==> config.mk <==
export PLATFORM = sky130hd
export DESIGN_NAME = vdma_wbuf_scheduler_flat
export DESIGN_NICKNAME = d
export VERILOG_FILES = /design/src/rtl/vdma_wbuf_scheduler_pkg.sv /design/src/rtl/vdma_wbuf_scheduler_if.sv /design/src/rtl/vdma_wbuf_free_sel.sv /design/src/rtl/vdma_wbuf_scheduler.sv /design/src/flat_wrapper.sv
export SDC_FILE = /design/constraint.sdc
export NUM_CORES = 1
export LEC_CHECK = 0
export BUFFER_PORTS_ARGS = -buffer_cell sky130_fd_sc_hd__buf_4
export CORE_ASPECT_RATIO = 1.4
export CORE_MARGIN = 4
export CORE_UTILIZATION = 46
export CTS_CLUSTER_DIAMETER = 150
export DETAILED_ROUTE_END_ITERATION = 10
export PLACE_DENSITY = 0.94
export SYNTH_ARGS = -nofsm -noshare
export SYNTH_HDL_FRONTEND = slang
export SYNTH_HIERARCHICAL = 1
export SYNTH_SLANG_ARGS = --single-unit
==> constraint.sdc <==
create_clock -name aclk -period 3.2 [get_ports aclk]
set_input_delay 0.48 -clock aclk [delete_from_list [all_inputs] [get_ports aclk]]
set_output_delay 0.48 -clock aclk [all_outputs]
set_load 0.05 [all_outputs]
==> src/rtl/vdma_wbuf_scheduler_pkg.sv <==
// Shared types for the VDMA write-buffer scheduler: FSM encoding, buffer-select width
// and a one-hot helper for building exclusion masks.
package vdma_wbuf_scheduler_pkg;

  localparam int unsigned BUF_SEL_W = 2;
  localparam int unsigned NUM_BUFS  = 4;

  typedef logic [BUF_SEL_W-1:0] buf_sel_t;

  typedef enum logic [1:0] {
    ST_IDLE = 2'd0,
    ST_ARM  = 2'd1,
    ST_RUN  = 2'd2,
    ST_STOP = 2'd3
  } state_e;

  function automatic logic [NUM_BUFS-1:0] buf_bit(input buf_sel_t b);
    buf_bit    = '0;
    buf_bit[b] = 1'b1;
  endfunction

endpackage

==> src/rtl/vdma_wbuf_scheduler_if.sv <==
// Write-core control and frame-reader handshake seen by the buffer scheduler.
interface vdma_wbuf_scheduler_if #(
  parameter int unsigned AXI4_ADDR_WIDTH = 32,
  parameter int unsigned INDEX_WIDTH     = 8
) ();
  import vdma_wbuf_scheduler_pkg::*;

  logic                       core_ctl_enable;
  logic                       core_ctl_update;
  logic                       core_ctl_busy;
  logic [INDEX_WIDTH-1:0]     core_ctl_index;
  logic [AXI4_ADDR_WIDTH-1:0] core_param_addr;
  logic                       rd_req;
  logic                       rd_valid;
  buf_sel_t                   rd_sel;
  logic [AXI4_ADDR_WIDTH-1:0] rd_addr;

  modport master (
    output core_ctl_enable, core_ctl_update, core_param_addr, rd_valid, rd_sel, rd_addr,
    input  core_ctl_busy, core_ctl_index, rd_req
  );

  modport slave (
    input  core_ctl_enable, core_ctl_update, core_param_addr, rd_valid, rd_sel, rd_addr,
    output core_ctl_busy, core_ctl_index, rd_req
  );
endinterface

==> src/rtl/vdma_wbuf_free_sel.sv <==
// Picks the lowest-numbered buffer whose bit is clear in the exclusion mask.
module vdma_wbuf_free_sel
  import vdma_wbuf_scheduler_pkg::*;
(
  input  logic [NUM_BUFS-1:0] excl_i,
  output buf_sel_t            free_c
);

  always_comb begin
    free_c = '0;
    for (int i = NUM_BUFS - 1; i >= 0; i--) begin
      if (!excl_i[i]) free_c = BUF_SEL_W'(i);
    end
  end

endmodule

==> src/rtl/vdma_wbuf_scheduler.sv <==
// Four-buffer frame scheduler: steers the write core's shadow address, tracks the
// newest complete frame and protects the buffer held by the reader.
module vdma_wbuf_scheduler
  import vdma_wbuf_scheduler_pkg::*;
#(
  parameter int unsigned AXI4_ADDR_WIDTH = 32,
  parameter int unsigned INDEX_WIDTH     = 8,
  parameter int unsigned FCNT_WIDTH      = 16
) (
  input  logic                       aclk,
  input  logic                       areset,
  input  logic                       cfg_enable,
  input  logic [AXI4_ADDR_WIDTH-1:0] cfg_addr0,
  input  logic [AXI4_ADDR_WIDTH-1:0] cfg_addr1,
  input  logic [AXI4_ADDR_WIDTH-1:0] cfg_addr2,
  input  logic [AXI4_ADDR_WIDTH-1:0] cfg_addr3,
  vdma_wbuf_scheduler_if.master      bus,
  output buf_sel_t                   st_write,
  output buf_sel_t                   st_latest,
  output logic [FCNT_WIDTH-1:0]      st_frame_count
);

  state_e                 state_q, state_d;
  logic                   en_q, en_d;
  buf_sel_t               cur_q, cur_d, nxt_q, nxt_d, latest_q, latest_d, rd_q, rd_d;
  logic                   rd_valid_q, rd_valid_d;
  logic [INDEX_WIDTH-1:0] idx_q, idx_d;
  logic [FCNT_WIDTH-1:0]  cnt_q, cnt_d;
  logic                   done_q, done_d;
  logic                   acc_q, acc_d;

  logic                       idx_chg;
  buf_sel_t                   cur_n, latest_n;
  logic [FCNT_WIDTH-1:0]      cnt_n;
  logic                       done_n;
  logic [NUM_BUFS-1:0]        excl_c;
  buf_sel_t                   free_c;
  logic [AXI4_ADDR_WIDTH-1:0] cfg_addr_c [NUM_BUFS];

  assign cfg_addr_c[0] = cfg_addr0;
  assign cfg_addr_c[1] = cfg_addr1;
  assign cfg_addr_c[2] = cfg_addr2;
  assign cfg_addr_c[3] = cfg_addr3;

  // Role updates for this cycle; acc_q separates the first acceptance from a completion.
  always_comb begin
    idx_chg    = (state_q != ST_IDLE) && (bus.core_ctl_index != idx_q);
    rd_d       = rd_q;
    rd_valid_d = rd_valid_q;
    if (bus.rd_req && done_q) begin
      rd_d       = latest_q;
      rd_valid_d = 1'b1;
    end
    cur_n    = cur_q;
    latest_n = latest_q;
    cnt_n    = cnt_q;
    done_n   = done_q;
    if (idx_chg && acc_q) begin
      latest_n = cur_q;
      cur_n    = nxt_q;
      cnt_n    = cnt_n + FCNT_WIDTH'(1);
      done_n   = 1'b1;
    end
    if (state_q == ST_STOP && !bus.core_ctl_busy && (acc_q || idx_chg)) begin
      latest_n = cur_n;
      cnt_n    = cnt_n + FCNT_WIDTH'(1);
      done_n   = 1'b1;
    end
    excl_c = '0;
    if (rd_valid_d)          excl_c = excl_c | buf_bit(rd_d);
    if (done_n)              excl_c = excl_c | buf_bit(latest_n);
    if (state_q != ST_IDLE)  excl_c = excl_c | buf_bit(cur_n);
  end

  vdma_wbuf_free_sel u_free_sel (
    .excl_i (excl_c),
    .free_c (free_c)
  );

  always_comb begin
    state_d  = state_q;
    en_d     = en_q;
    cur_d    = cur_n;
    nxt_d    = nxt_q;
    latest_d = latest_n;
    cnt_d    = cnt_n;
    done_d   = done_n;
    idx_d    = idx_q;
    acc_d    = acc_q;
    if (idx_chg) begin
      idx_d = bus.core_ctl_index;
      nxt_d = free_c;
      acc_d = 1'b1;
    end
    case (state_q)
      ST_IDLE: begin
        en_d = 1'b0;
        if (cfg_enable && !bus.core_ctl_busy) begin
          cur_d   = free_c;
          nxt_d   = free_c;
          idx_d   = bus.core_ctl_index;
          acc_d   = 1'b0;
          en_d    = 1'b1;
          state_d = ST_ARM;
        end
      end
      ST_ARM: begin
        if (idx_chg) state_d = ST_RUN;
        if (!cfg_enable) begin
          en_d    = 1'b0;
          state_d = ST_STOP;
        end
      end
      ST_RUN: begin
        if (!cfg_enable) begin
          en_d    = 1'b0;
          state_d = ST_STOP;
        end
      end
      ST_STOP: begin
        en_d = 1'b0;
        if (!bus.core_ctl_busy) state_d = ST_IDLE;
      end
      default: state_d = ST_IDLE;
    endcase
  end

  always_ff @(posedge aclk or posedge areset) begin
    if (areset) begin
      state_q    <= ST_IDLE;
      en_q       <= 1'b0;
      cur_q      <= '0;
      nxt_q      <= '0;
      latest_q   <= '0;
      rd_q       <= '0;
      rd_valid_q <= 1'b0;
      idx_q      <= '0;
      cnt_q      <= '0;
      done_q     <= 1'b0;
      acc_q      <= 1'b0;
    end else begin
      state_q    <= state_d;
      en_q       <= en_d;
      cur_q      <= cur_d;
      nxt_q      <= nxt_d;
      latest_q   <= latest_d;
      rd_q       <= rd_d;
      rd_valid_q <= rd_valid_d;
      idx_q      <= idx_d;
      cnt_q      <= cnt_d;
      done_q     <= done_d;
      acc_q      <= acc_d;
    end
  end

  // Shadow address is only meaningful once the core is armed.
  assign bus.core_param_addr = (state_q == ST_IDLE) ? '0 : cfg_addr_c[nxt_q];
  assign bus.core_ctl_enable = en_q;
  assign bus.core_ctl_update = en_q;
  assign bus.rd_valid        = rd_valid_q;
  assign bus.rd_sel          = rd_q;
  assign bus.rd_addr         = cfg_addr_c[rd_q];
  assign st_write            = cur_q;
  assign st_latest           = latest_q;
  assign st_frame_count      = cnt_q;

endmodule

==> src/flat_wrapper.sv <==
// flat-port wrapper written by rule: the top's interface ports become plain ports
module vdma_wbuf_scheduler_flat import vdma_wbuf_scheduler_pkg::*;
#(
  parameter int unsigned AXI4_ADDR_WIDTH = 32,
  parameter int unsigned INDEX_WIDTH     = 8,
  parameter int unsigned FCNT_WIDTH      = 16
)
  (aclk, areset, cfg_enable, cfg_addr0, cfg_addr1, cfg_addr2, cfg_addr3, st_write, st_latest, st_frame_count, bus_core_ctl_enable, bus_core_ctl_update, bus_core_param_addr, bus_rd_valid, bus_rd_sel, bus_rd_addr, bus_core_ctl_busy, bus_core_ctl_index, bus_rd_req);
  vdma_wbuf_scheduler_if #(.AXI4_ADDR_WIDTH(AXI4_ADDR_WIDTH), .INDEX_WIDTH(INDEX_WIDTH)) bus_i ();
  input  logic aclk;
  input  logic areset;
  input  logic cfg_enable;
  input  logic [AXI4_ADDR_WIDTH-1:0] cfg_addr0;
  input  logic [AXI4_ADDR_WIDTH-1:0] cfg_addr1;
  input  logic [AXI4_ADDR_WIDTH-1:0] cfg_addr2;
  input  logic [AXI4_ADDR_WIDTH-1:0] cfg_addr3;
  output buf_sel_t st_write;
  output buf_sel_t st_latest;
  output logic [FCNT_WIDTH-1:0] st_frame_count;
  output wire logic [$bits(bus_i.core_ctl_enable)-1:0] bus_core_ctl_enable;
  output wire logic [$bits(bus_i.core_ctl_update)-1:0] bus_core_ctl_update;
  output wire logic [$bits(bus_i.core_param_addr)-1:0] bus_core_param_addr;
  output wire logic [$bits(bus_i.rd_valid)-1:0] bus_rd_valid;
  output wire logic [$bits(bus_i.rd_sel)-1:0] bus_rd_sel;
  output wire logic [$bits(bus_i.rd_addr)-1:0] bus_rd_addr;
  input wire logic [$bits(bus_i.core_ctl_busy)-1:0] bus_core_ctl_busy;
  input wire logic [$bits(bus_i.core_ctl_index)-1:0] bus_core_ctl_index;
  input wire logic [$bits(bus_i.rd_req)-1:0] bus_rd_req;
  assign bus_core_ctl_enable = bus_i.core_ctl_enable;
  assign bus_core_ctl_update = bus_i.core_ctl_update;
  assign bus_core_param_addr = bus_i.core_param_addr;
  assign bus_rd_valid = bus_i.rd_valid;
  assign bus_rd_sel = bus_i.rd_sel;
  assign bus_rd_addr = bus_i.rd_addr;
  assign bus_i.core_ctl_busy = bus_core_ctl_busy;
  assign bus_i.core_ctl_index = bus_core_ctl_index;
  assign bus_i.rd_req = bus_rd_req;
  vdma_wbuf_scheduler #(.AXI4_ADDR_WIDTH(AXI4_ADDR_WIDTH), .INDEX_WIDTH(INDEX_WIDTH), .FCNT_WIDTH(FCNT_WIDTH)) u_core (.aclk(aclk), .areset(areset), .cfg_enable(cfg_enable), .cfg_addr0(cfg_addr0), .cfg_addr1(cfg_addr1), .cfg_addr2(cfg_addr2), .cfg_addr3(cfg_addr3), .bus(bus_i), .st_write(st_write), .st_latest(st_latest), .st_frame_count(st_frame_count));
endmodule
**Word level (Yosys, flattened, before mapping)**

Cells that the tools add are included.
W data, S select, Z words.

- Flip-flop bits (word level): 38
- Logic and storage cells: 98
- Output and inout port bits: 89
- Bits of input ports: 141

- Bitwise operators: 4
- Equal/unequal tests: 9
- Add/subtract/negate cells: 2
- Muxes and demuxes: 49
- Reduce and logical (&&, ||, !) cells: 15
- Magnitude comparators: 8

Operator list:

| cell | number |
|---|---|
| $mux W32 | 5 |
| $bmux W32 S2 | 2 |
| $mux W2 | 18 |
| $add A16 B1 Y16 const B | 2 |
| $mux W16 | 2 |
| $mux W8 | 3 |
| $mux W4 | 3 |
| $mux W1 | 11 |
| $logic_and A1 B1 Y1 | 9 |
| $lt A2 B3 Y1 const B | 3 |
| $ne A8 B8 Y1 | 1 |
| $or A4 B4 Y4 | 2 |
| $pmux W2 S4 | 1 |
| $demux W1 S2 | 3 |
| $ge A2 B1 Y1 const B | 3 |
| $ge A3 B3 Y1 const B | 2 |
| $ne A2 B2 Y1 const B | 3 |
| $not A2 Y3 | 2 |
| $eq A2 B2 Y1 const B | 2 |
| $reduce_and A4 Y1 | 1 |
| $ne A3 B2 Y1 const B | 1 |
| $pmux W1 S3 | 1 |
| $eq A2 B1 Y1 const B | 1 |
| $logic_not A2 Y1 | 1 |
| 5 further kinds | 5 |

**Logic depth before layout (Yosys ltp)**

Gate-level depths: netlist of run 1.

- Depth in word-level cells: 20
- Mapped depth: 15

**Cells and area by module**

The synthesis of run 1 kept the hierarchy.

By module, submodules not included:

| module | cells each | area each (µm²) | instances |
|---|---|---|---|
| vdma_wbuf_scheduler | 379 | 4,265.3 | 1 |
| vdma_wbuf_free_sel | 4 | 22.5 | 1 |

**Worst setup path after synthesis of run 1**

No wires, ideal clock.

- Path kind: reg2reg
- From: register u_core.state_q[0]
- To: register u_core.nxt_q[0]
- Path buffers: 2
- Clock period less this slack: 2.740 ns
- Slack: 0.460 ns
- Library setup time: 0.125 ns
- Data required time: 3.075 ns
- Cell stages (with the launch flop): 15
- Arrival: 2.616 ns
- Cells stage by stage: dfrtp_1 > inv_1 > ha_1 > clkbuf_1 > inv_1 > nand2_1 > a21oi_2 > buf_6 > mux2i_2 > nor2_1 > a21oi_1 > o221ai_1 > nand2b_1 > a21boi_1 > mux2_2

- Elaborated cells on any way between the ends: 34
- Those cells by class: order compare: 4; eq/ne: 1; mux: 18; bitwise: 2; reduce/logical: 9

RTL lines:

| item | RTL line | RTL |
|---|---|---|
| start, declared | vdma_wbuf_scheduler.sv:23 | `state_e state_q, state_d;` |
| start signal, assigned | vdma_wbuf_scheduler.sv:142 | `state_q <= state_d;` |
| $reduce_bool A2 Y1 | vdma_wbuf_scheduler.sv:47, vdma_wbuf_scheduler.sv:72 |  |
| $logic_and A1 B1 Y1 | vdma_wbuf_scheduler.sv:47 | `idx_chg = (state_q != ST_IDLE) && (bus.core_ctl_index != idx_q);` |
| $logic_and A1 B1 Y1 / $logic_or A1 B1 Y1 (equally long branches) | vdma_wbuf_scheduler.sv:58, vdma_wbuf_scheduler.sv:64 |  |
| $mux W2 / $logic_and A1 B1 Y1 (equally long branches) | vdma_wbuf_scheduler.sv:58, vdma_wbuf_scheduler.sv:64 |  |
| $mux W2 | vdma_wbuf_scheduler.sv:64 | `if (state_q == ST_STOP && !bus.core_ctl_busy && (acc_q \|\| idx_chg)) begin` |
| $lt A2 B3 Y1 (implied by the code) / $ge A2 B1 Y1 (equally long branches) | vdma_wbuf_scheduler_pkg.sv:19 | `buf_bit[b] = 1'b1;` |
| $logic_and A1 B1 Y1 (implied by the code) | vdma_wbuf_scheduler_pkg.sv:19 |  |
| $mux W1 (implied by the code) | vdma_wbuf_scheduler_pkg.sv:19 |  |
| [4 not listed] | - |  |
| $mux W4 * | vdma_wbuf_scheduler.sv:72 | `if (state_q != ST_IDLE) excl_c = excl_c \| buf_bit(cur_n);` |
| named net u_core.excl_c[2] | vdma_wbuf_scheduler.sv:36 | `logic [NUM_BUFS-1:0] excl_c;` |
| $mux W2 * (3 in series) | vdma_wbuf_free_sel.sv:12 | `if (!excl_i[i]) free_c = BUF_SEL_W'(i);` |
| named net u_core.free_c[0] | vdma_wbuf_scheduler.sv:37 | `buf_sel_t free_c;` |
| $mux W2 | vdma_wbuf_scheduler.sv:90 | `if (idx_chg) begin` |
| $mux W2 | vdma_wbuf_scheduler.sv:98 | `if (cfg_enable && !bus.core_ctl_busy) begin` |
| $mux W2 * | vdma_wbuf_scheduler.sv:95 | `case (state_q)` |
| named net u_core.nxt_d[0] | vdma_wbuf_scheduler.sv:25 | `buf_sel_t cur_q, cur_d, nxt_q, nxt_d, latest_q, latest_d, rd_q, rd_d;` |
| end signal, assigned | vdma_wbuf_scheduler.sv:145 | `nxt_q <= nxt_d;` |
| end, declared | vdma_wbuf_scheduler.sv:25 |  |

Mark *: on every way through the listed nets, which the timed path passes. The rest lies on a longest branch.
A chain may end at the register's enable or synchronous reset.

**Final worst setup path of run 1**

- From: register u_core.idx_q[3]
- To: register u_core.nxt_q[0]

- Word-level cells in the longest chain between the ends: 20
- Elaborated cells on any way between the ends: 31
- Those cells by class: order compare: 4; eq/ne: 1; mux: 18; bitwise: 2; reduce/logical: 6

RTL lines:

| item | RTL line | RTL |
|---|---|---|
| start, declared | vdma_wbuf_scheduler.sv:27 | `logic [INDEX_WIDTH-1:0] idx_q, idx_d;` |
| start signal, assigned | vdma_wbuf_scheduler.sv:149 | `idx_q <= idx_d;` |
| $ne A8 B8 Y1 * | vdma_wbuf_scheduler.sv:47 |  |
| $logic_and A1 B1 Y1 * | vdma_wbuf_scheduler.sv:47 |  |
| $logic_and A1 B1 Y1 / $logic_or A1 B1 Y1 (equally long branches) | vdma_wbuf_scheduler.sv:58, vdma_wbuf_scheduler.sv:64 |  |
| $mux W2 / $logic_and A1 B1 Y1 (equally long branches) | vdma_wbuf_scheduler.sv:58, vdma_wbuf_scheduler.sv:64 |  |
| $mux W2 * | vdma_wbuf_scheduler.sv:64 |  |
| named net u_core.latest_d[0] | vdma_wbuf_scheduler.sv:25 |  |
| $lt A2 B3 Y1 (implied by the code) / $ge A2 B1 Y1 (equally long branches) | vdma_wbuf_scheduler_pkg.sv:19 |  |
| $logic_and A1 B1 Y1 (implied by the code) | vdma_wbuf_scheduler_pkg.sv:19 |  |
| [5 not listed] | - |  |
| $mux W4 * | vdma_wbuf_scheduler.sv:72 |  |
| named net u_core.excl_c[3] | vdma_wbuf_scheduler.sv:36 |  |
| $mux W2 * (4 in series) | vdma_wbuf_free_sel.sv:12 |  |
| named net u_core.free_c[0] | vdma_wbuf_scheduler.sv:37 |  |
| $mux W2 | vdma_wbuf_scheduler.sv:90 |  |
| $mux W2 | vdma_wbuf_scheduler.sv:98 |  |
| $mux W2 * | vdma_wbuf_scheduler.sv:95 |  |
| named net u_core.nxt_d[0] | vdma_wbuf_scheduler.sv:25 |  |

Marks and branches as above.

==> results of run 1 <==
worst max path at each step:
stage,end,slack (ps)
floorplan,u_core/nxt_q[0],460
global placement,u_core/nxt_q[0],290
detailed placement,u_core/nxt_q[0],100
CTS,u_core/nxt_q[0],160
global route,u_core/st_write[1],20
finish,u_core/nxt_q[0],240
what timing repair did:
item | CTS | global route
resized for setup | 0 | 1
endpoints found under the hold margin | 0 | 0
endpoints found under the setup margin | 0 | 4
worst reg2reg max path, stage by stage (launching register included):
cell and delay, ps:
dfrtp_1 390, xor2_1 180, nor4_4 490, a21oi_1 240, o21ai_1 240, mux2i_1 390, inv_1 110, o21ai_0 280
nand2b_1 160, a21boi_1 80, mux2_2 280
report_power, final:
group	internal (mW)	total, mW	switching (mW)	leakage, nW
Combinational	2.42	6.37	3.95	2.26
Sequential	0.666	1.04	0.372	0.437
Clock	0.309	0.493	0.184	0.0739
metal layers:
| layer | GRT usage (%) | vias to the layer above | part of all wire (%) | wire, microns |
|---|---|---|---|---|
| met5 | 0 | - | 0.39 | 68 |
| met4 | 9.40 | 8 | 3.2 | 562 |
| met3 | 17.7 | 60 | 16 | 2830 |
| met2 | 53.9 | 312 | 50 | 8790 |
| met1 | 33.6 | 2181 | 30 | 5330 |
| li1 | - | 1927 | - | - |
registers in the layout (all words and copies together), names as in the netlist:
name / count
u_core/st_frame_count: 16
u_core/idx_q: 8
u_core/bus.rd_sel: 2
u_core/nxt_q: 2
u_core/st_latest: 2
u_core/st_write: 2
u_core/state_q: 2
u_core/acc_q: 1
u_core/bus.core_ctl_enable: 1
u_core/bus.rd_valid: 1
u_core/done_q: 1
metrics by stage:
| stage | cells | setup WS [ps] |
|---|---|---|
| 2_1_floorplan | 383 | 460 |
| 3_3_place_gp | 705 | 291 |
| 3_5_place_dp | 705 | 99.2 |
| 4_1_cts | 713 | 161 |
| 5_1_grt | 714 | 15.4 |
| 6_report | 714 | 237 |
cell usage in the layout (no fill, tap or decap), types with 4 or more instances in the layout:
cell       instances
nor2b_1            6
dfrtp_1           36
nor2_1            12
a21oi_1           10
o21ai_0            7
o21ai_1            5
mux2_2            12
mux2i_1            5
and3_1             4
nand2_1           26
xor2_1            11
nor3_1             5
mux4_2            64
and2_1            34
nand3b_1           4
nand2b_1           5
xnor2_1           19
ha_1               6
nand4_1            5
clkbuf_16          5
o221ai_1           4
inv_1             13
nand3_1           13
a31oi_1            4
buf_4            241
cells by family after synthesis:
kind of cell / after synthesis / share of synthesized area (%)
buffers and inverters: 41 / 4.09
DFF: 38 / 22.2
muxes: 82 / 38.3
adders and majority gates: 6 / 1.75
AOI/OAI and AO/OA: 56 / 9.72
and+or+nand+nor: 129 / 17.5
xor gates and xnor gates: 31 / 6.51
layout make-up:
type	instances	area (sq um)	share of cell area [%]
antenna	1	2.50	0.0397
clock buffer	7	143	2.26
clock inverter	1	5.00	0.0794
inverter	13	48.8	0.774
multi-input combinational	304	3170	50.3
sequential	38	953	15.1
tap	107	134	2.12
timing repair buffer	243	1850	29.3
==> flow_summary.yaml, run 1 <==
hold_path:
  hp-class: "primary input to asynchronous set/reset pin"
drt:
  routed_wl_microns: 17600
  post_drt_wl_per_cell_microns: 24.6
  viasPerCell: 6.29
  drcViolationCount: 0
  first_iter_violations: 288
  drtAntennaViolNets: 0
  firstDrtPassIters: 5
  vias: 4488
worst_setup_path:
  worst_ep_arrival_time_ps: 3120
  crit_chain: "xor2_1 > nor4_4 > a21oi_1 > o21ai_1 > mux2i_1 > inv_1 > o21ai_0 > nand2b_1 > a21boi_1 > mux2_2"
  cp-start-kind: "flip-flop"
  slowest_delay_ps: 490
  path_buf_inv: 1
  crit_family: "compound AO/OA/AOI/OAI gates"
  crit_slowest_cell: "nor4_4"
  crit_fanout: 5
  reg2regPathDepth: 10
  critPathLaunch: "u_core/idx_q[3]"
  path_class: "flip-flop to flip-flop"
  r2r_end: "u_core/nxt_q[0]"
  reg2reg_from: "u_core/idx_q[3]"
  rrSetupSlack_ps: 240
  cp.depth: 10
  worstPathRequired_ps: 3360
  cp-end-kind: "flip-flop"
flow_run:
  cap_violations: 0
yosys:
  syn-instance-count: 383
  syn_nets: 530
  yosysTopAreaCell: "mux4_2"
  synth_top_area_share_pct: 33.6
  ys_types: 61
  synth_common_cells: "64 x mux4_2, 38 x dfrtp_1, 34 x and2_1"
  synth_edf_count: 0
  synth_area_sq_um: 4290
  yosys_warnings: 6
  syn_area_per_cell_sq_um: 11.2
  ys_seq_area_share_pct: 22.2
  async_reset_ff_share_pct: 100
  yosys.cell_count.top_type: "mux4_2"
  synth-seq-cells: 38
  synthFlopType: "dfrtp_1"
  synth_area_leaders: "mux4_2 34%, dfrtp_1 22%, and2_1 5.0%"
global_routing:
  grt_pass1_vias: 4774
  gr-total-overflow: 0
  grt_first_pass_wirelength_microns: 26100
  grt_max_degree: 39
  grt.total_usage_pct: 31.9
  antenna_found_initial: 5
placement:
  hpwl_microns: 14600
  place_congestion: 1.02
  portBuffers: 229
  place_area_sq_um: 6150
cts:
  cts_hold_buf: 0
  cts_root_buf: "clkbuf_16"
  cts_sinks: 38
  htreeDepth: 2
  cts_setup_buffers: 0
  clockBufferDepth: 2
  clk_pin_slew_ps: 60
  clock_latency_ps: 280
  cts_tree: "yes"
  cts_made_buffers: 5
sta:
  slew_headroom_pct: 58.6
  min_period_over_period_pct: 92.6
  worstMarginPinSlew_ps: 605
  max_freq_ghz: 0.338
  holdWs_ps: 328
  rsz0062_at_grt: "no"
  finalSetupTns_ps: 0
  fin_crit_ps: 2960
  finClkSkew_ps: 1.97
  slew_violations: 0
  final-hold-violation-count: 0
  setup-violations-final: 0
die:
  core-area_sq_um: 9080
  initial_core_util_pct: 47.2
  die_y_microns: 122
  io_pins: 230
  die_area_sq_um: 11000
  die_x_microns: 89.6
  rows: 41
layout:
  syn2layout_area_growth_pct: 47.0
  post-route-util_pct: 69.4
  drive_above_1_share_pct: 56.4
  stdcell_area_sq_um: 6300
  fillCellCount: 671
  nets: 752
power_and_ir_drop:
  design_power_total_mw: 7.90
  leakagePower_nw: 2.77
  cellPowerDensity_nw_per_um2: 1250
  ir_drop_mv: 0.666
run_status:
  status: "finished clean"
Power figures use the tool's default switching activity.
==> run 2, diff against run 1 <==
Clock period 3.2 ns to 2.8 ns, I/O delays scaled along.
==> flow_summary.yaml, run 2 (synthesis results as in run 1) <==
sta:
  finalSetupTns_ps: 0
  holdWs_ps: 265
  min_period_over_period_pct: 94.6
  max_freq_ghz: 0.377
  slew_headroom_pct: 60.7
  final-hold-violation-count: 0
  finClkSkew_ps: 4.29
  worst_slack_ps: 151
  slew_violations: 0
  rsz0062_at_grt: "yes"
  setup-violations-final: 0
  worstMarginPinSlew_ps: 590
  fin_crit_ps: 2650
worst_setup_path:
  worst_ep_arrival_time_ps: 2830
  crit_family: "compound AO/OA/AOI/OAI gates"
  crit_chain: "inv_1 > ha_1 > buf_4 > or4_1 > a21oi_2 > xor2_2 > o221a_4 > nand2_2 > o311ai_2"
  crit_slowest_cell: "or4_1"
  crit_fanout: 9
  cp-end-kind: "flip-flop"
  rrSetupSlack_ps: 150
  cp-start-kind: "flip-flop"
  worstPathRequired_ps: 2980
  slowest_delay_ps: 550
  path_buf_inv: 2
  path_class: "flip-flop to flip-flop"
cts:
  clockBufferDepth: 2
  htreeDepth: 2
  cts_tree: "yes"
  clk_pin_slew_ps: 60
  cts_sinks: 38
  clock_latency_ps: 280
  cts_root_buf: "clkbuf_16"
  cts_made_buffers: 5
placement:
  hpwl_microns: 14600
  place_area_sq_um: 6240
  post-place-ws_ps: 42.2
  place_congestion: 0.985
  portBuffers: 229
layout:
  largest_reg_flops: 16
  drive_above_1_share_pct: 58.9
  syn2layout_area_growth_pct: 51.1
  diodes: 0
  layout_commonest_cell: "buf_4"
  nets: 769
  most-common-layout-cells: "258 x buf_4, 64 x mux4_2, 35 x dfrtp_1, 34 x and2_1, 26 x nand2_1"
  stdcell_area_sq_um: 6480
power_and_ir_drop:
  cellPowerDensity_nw_per_um2: 1450
  leakagePower_nw: 2.85
  ir_drop_mv: 0.932
  design_power_total_mw: 9.37
global_routing:
  met1_usage_pct: 35.0
  grt_first_pass_wirelength_microns: 25800
  grt.total_usage_pct: 31.6
  antenna_found_initial: 1
  gr-total-overflow: 0
  met2_usage_pct: 54.2
  top_usage_layer: "met2"
  grt_max_degree: 39
  use_met3_pct: 14.4
  grt_pass1_vias: 4714
drt:
  routed_wl_microns: 17500
  first_iter_violations: 282
  firstDrtPassIters: 5
  viasPerCell: 6.20
  drtAntennaViolNets: 0
  vias: 4523
  drcViolationCount: 0
  post_drt_wl_per_cell_microns: 24.0
die:
  rows: 41
  die_x_microns: 89.6
  io_pins: 230
  core-area_sq_um: 9080
  die_y_microns: 122
  initial_core_util_pct: 47.2
  die_area_sq_um: 11000
hold_path:
  hp-class: "primary input to asynchronous set/reset pin"
flow_run:
  cap_violations: 0
run_status:
  status: "finished clean"
-- run 2: through the flow --
step / cells / utilization (%)
2_1_floorplan: 383 / -
3_3_place_gp: 717 / 68.7
3_5_place_dp: 717 / 68.7
4_1_cts: 725 / 70.5
5_1_grt: 730 / 71.3
6_report: 730 / 71.3
-- run 2: per-layer routing --
| metal | routed length (microns) | part of all wire (%) |
|---|---|---|
| met1 | 5760 | 33 |
| met2 | 8730 | 50 |
| met3 | 2540 | 14 |
| met4 | 497 | 2.8 |
| met5 | 20 | 0.11 |
-- run 2: layout make-up --
class,instances,area [sq um]
timing repair buffer,260,1980
tap,107,134
sequential,38,955
multi-input combinational,304,3200
clock inverter,3,40.0
clock buffer,5,125
fill,649,2600
inverter,13,48.8
-- run 2: path summary, 6_finish.rpt --
kind | start | endpoint | cells past startpoint
worst max-delay path | u_core/state_q[0] | u_core/st_frame_count[10] | 9
worst min-delay path | areset | u_core/st_frame_count[8] | 3
worst max register to register | u_core/state_q[0] | u_core/st_frame_count[10] | 9
worst min register to register | u_core/idx_q[0] | u_core/idx_q[0] | 1
max in group asynchronous | areset | u_core/bus.rd_sel[0] | 3
min in group aclk | bus_core_ctl_index[5] | u_core/idx_q[5] | 2
-- run 2: power breakdown --
group          internal, mW  total (mW)  leakage, nW  switching, mW
registers             0.763        1.12        0.436          0.353
logic                  2.95        7.60         2.33           4.65
clock network         0.417       0.649       0.0836          0.232
total                  4.13        9.37         2.85           5.24
-- run 2: tightest hold or removal path: stages --
cell   delay (ps)
buf_4         110
inv_1          40
buf_4         430
-- run 2: what timing repair did --
| action | in CTS | in global routing |
|---|---|---|
| buffers inserted | 0 | 5 |
| endpoints found under the setup margin | 0 | 10 |
| hold buffers | 0 | 0 |
| gates resized for setup | 0 | 10 |
==> run 3, diff against run 2 <==
Settings changed: PLACE_DENSITY 0.94 to 0.82.
==> flow_summary.yaml, run 3 (synthesis results as in run 1) <==
power_and_ir_drop:
  p_int_mw: 4.03
  p_switching_mw: 5.17
  leakagePower_nw: 2.86
  p_comb_share_pct: 82.1
  ir_drop_mv: 0.943
  power_frac_seq_pct: 11.5
  switching_share_pct: 56.2
  cellPowerDensity_nw_per_um2: 1420
  design_power_total_mw: 9.20
  power.share.clock_pct: 6.4
sta:
  worstMarginPinSlew_ps: 743
  finClkSkew_ps: 3.65
  slew_violations: 0
  slew_headroom_pct: 49.2
  fin_crit_ps: 2690
  min_period_over_period_pct: 96.1
  finalSetupTns_ps: 0
  holdWs_ps: 381
  setup-violations-final: 0
  final-hold-violation-count: 0
  max_freq_ghz: 0.372
cts:
  cts_root_buf: "clkbuf_16"
  cts_made_buffers: 5
  clock_latency_ps: 280
  cts_sinks: 38
  cts_tree: "yes"
  clk_pin_slew_ps: 60
  clockBufferDepth: 2
  htreeDepth: 2
global_routing:
  gr-total-overflow: 0
  met1_usage_pct: 30.5
  grt_pass1_vias: 4690
  met2_usage_pct: 53.4
  use_met3_pct: 14.6
  grt.total_usage_pct: 30.6
  grt_max_degree: 36
  top_usage_layer: "met2"
  antenna_found_initial: 5
  grt_first_pass_wirelength_microns: 25100
drt:
  vias: 4430
  viasPerCell: 6.04
  post_drt_wl_per_cell_microns: 23.0
  drcViolationCount: 0
  firstDrtPassIters: 4
  routed_wl_microns: 16900
  first_iter_violations: 181
  drtAntennaViolNets: 0
layout:
  nets: 771
  drive_above_1_share_pct: 58.2
  stdcell_count: 733
  syn2layout_area_growth_pct: 50.8
  most-common-layout-cells: "259 x buf_4, 64 x mux4_2, 36 x dfrtp_1, 34 x and2_1, 25 x nand2_1"
  layout_commonest_cell: "buf_4"
  largest_reg_flops: 16
placement:
  place_congestion: 0.969
  portBuffers: 229
  dp_cells: 720
  hpwl_microns: 13900
hold_path:
  hp-class: "primary input to flip-flop"
  min_from: "bus_core_ctl_index[0]"
  holdPathEnd: "u_core/idx_q[0]"
  whs_path_depth: 2
die:
  die_y_microns: 122
  initial_core_util_pct: 47.2
  die_area_sq_um: 11000
  core-area_sq_um: 9080
  io_pins: 230
  rows: 41
  die_x_microns: 89.6
worst_setup_path:
  slowest_delay_ps: 680
  worstPathRequired_ps: 2960
  rrSetupSlack_ps: 110
  crit_slowest_cell: "a2111oi_0"
  cp-start-kind: "flip-flop"
  crit_fanout: 6
  crit_path_frequent_cell: "xnor2_1"
  reg2regPathDepth: 10
  worst_ep_arrival_time_ps: 2850
  reg2reg_from: "u_core/state_q[1]"
  critPathLaunch: "u_core/state_q[1]"
  cp-end-kind: "flip-flop"
  path_class: "flip-flop to flip-flop"
  crit_chain: "inv_1 > ha_1 > buf_4 > nor2b_1 > nand3_1 > a2111oi_0 > xnor2_1 > a211oi_1 > nand4_1 > xnor2_1"
  r2r_end: "u_core/st_frame_count[15]"
run_status:
  status: "finished clean"
flow_run:
  cap_violations: 0
run 3: critical path: cells and delay by family (launching register included):
kind / cells / cell delay (ps)
adder cells (fa/ha/maj): 1 / 240
flip-flops: 1 / 380
XOR/XNOR: 2 / 350
buffers and inverters: 2 / 280
AND/OR/NAND/NOR: 3 / 450
AO/OA/AOI/OAI: 2 / 880
run 3: cell type report:
type	count	area, sq um
clock buffer	6	139
fill	673	2610
antenna	1	2.50
tap	107	134
inverter	13	48.8
timing repair buffer	262	1990
multi-input combinational	304	3190
sequential	38	953
clock inverter	2	12.5
run 3: per-stage QoR:
step                      worst slack, ps  instance area [sq um]  utilization, %
after detailed placement             28.9                   6250            68.8
after global placement                125                   6250            68.8
after floorplan                      59.5                   4290               -
after global routing                -22.2                   6470            71.2
final                                 110                   6470            71.2
after CTS                            78.6                   6410            70.6
run 3: how the worst max path moves through the flow:
stage / to / slack, ps / depth (start not counted)
4_1_cts: u_core/st_write[0] / 80 / 14
2_1_floorplan: u_core/nxt_q[0] / 60 / 14
3_5_place_dp: u_core/nxt_q[0] / 30 / 12
6_report: u_core/st_frame_count[15] / 110 / 10
5_1_grt: u_core/st_write[1] / -20 / 11
3_3_place_gp: u_core/nxt_q[0] / 120 / 12
run 3: routing by layer:
layer,vias to the layer above,routed length (microns)
met5,-,67
met4,8,618
met3,53,2170
met2,223,8770
met1,2176,5270
li1,1970,-
run 3: power groups by stage:
stage               Clock (mW)  Sequential (mW)  Combinational, mW
finish                   0.584             1.06               7.55
global route             0.609             1.10               7.95
CTS                      0.590             1.05               7.46
detailed placement           0             1.06               7.43
global placement             0             1.05               7.32
floorplan                    0             1.36               5.03
run 3: timing repair:
| item | CTS | global route |
|---|---|---|
| gates resized for setup | 0 | 6 |
| setup endpoints to repair | 0 | 9 |
| endpoints found under the hold margin | 1 | 0 |
| setup buffers | 0 | 3 |
| hold buffers | 1 | 0 |
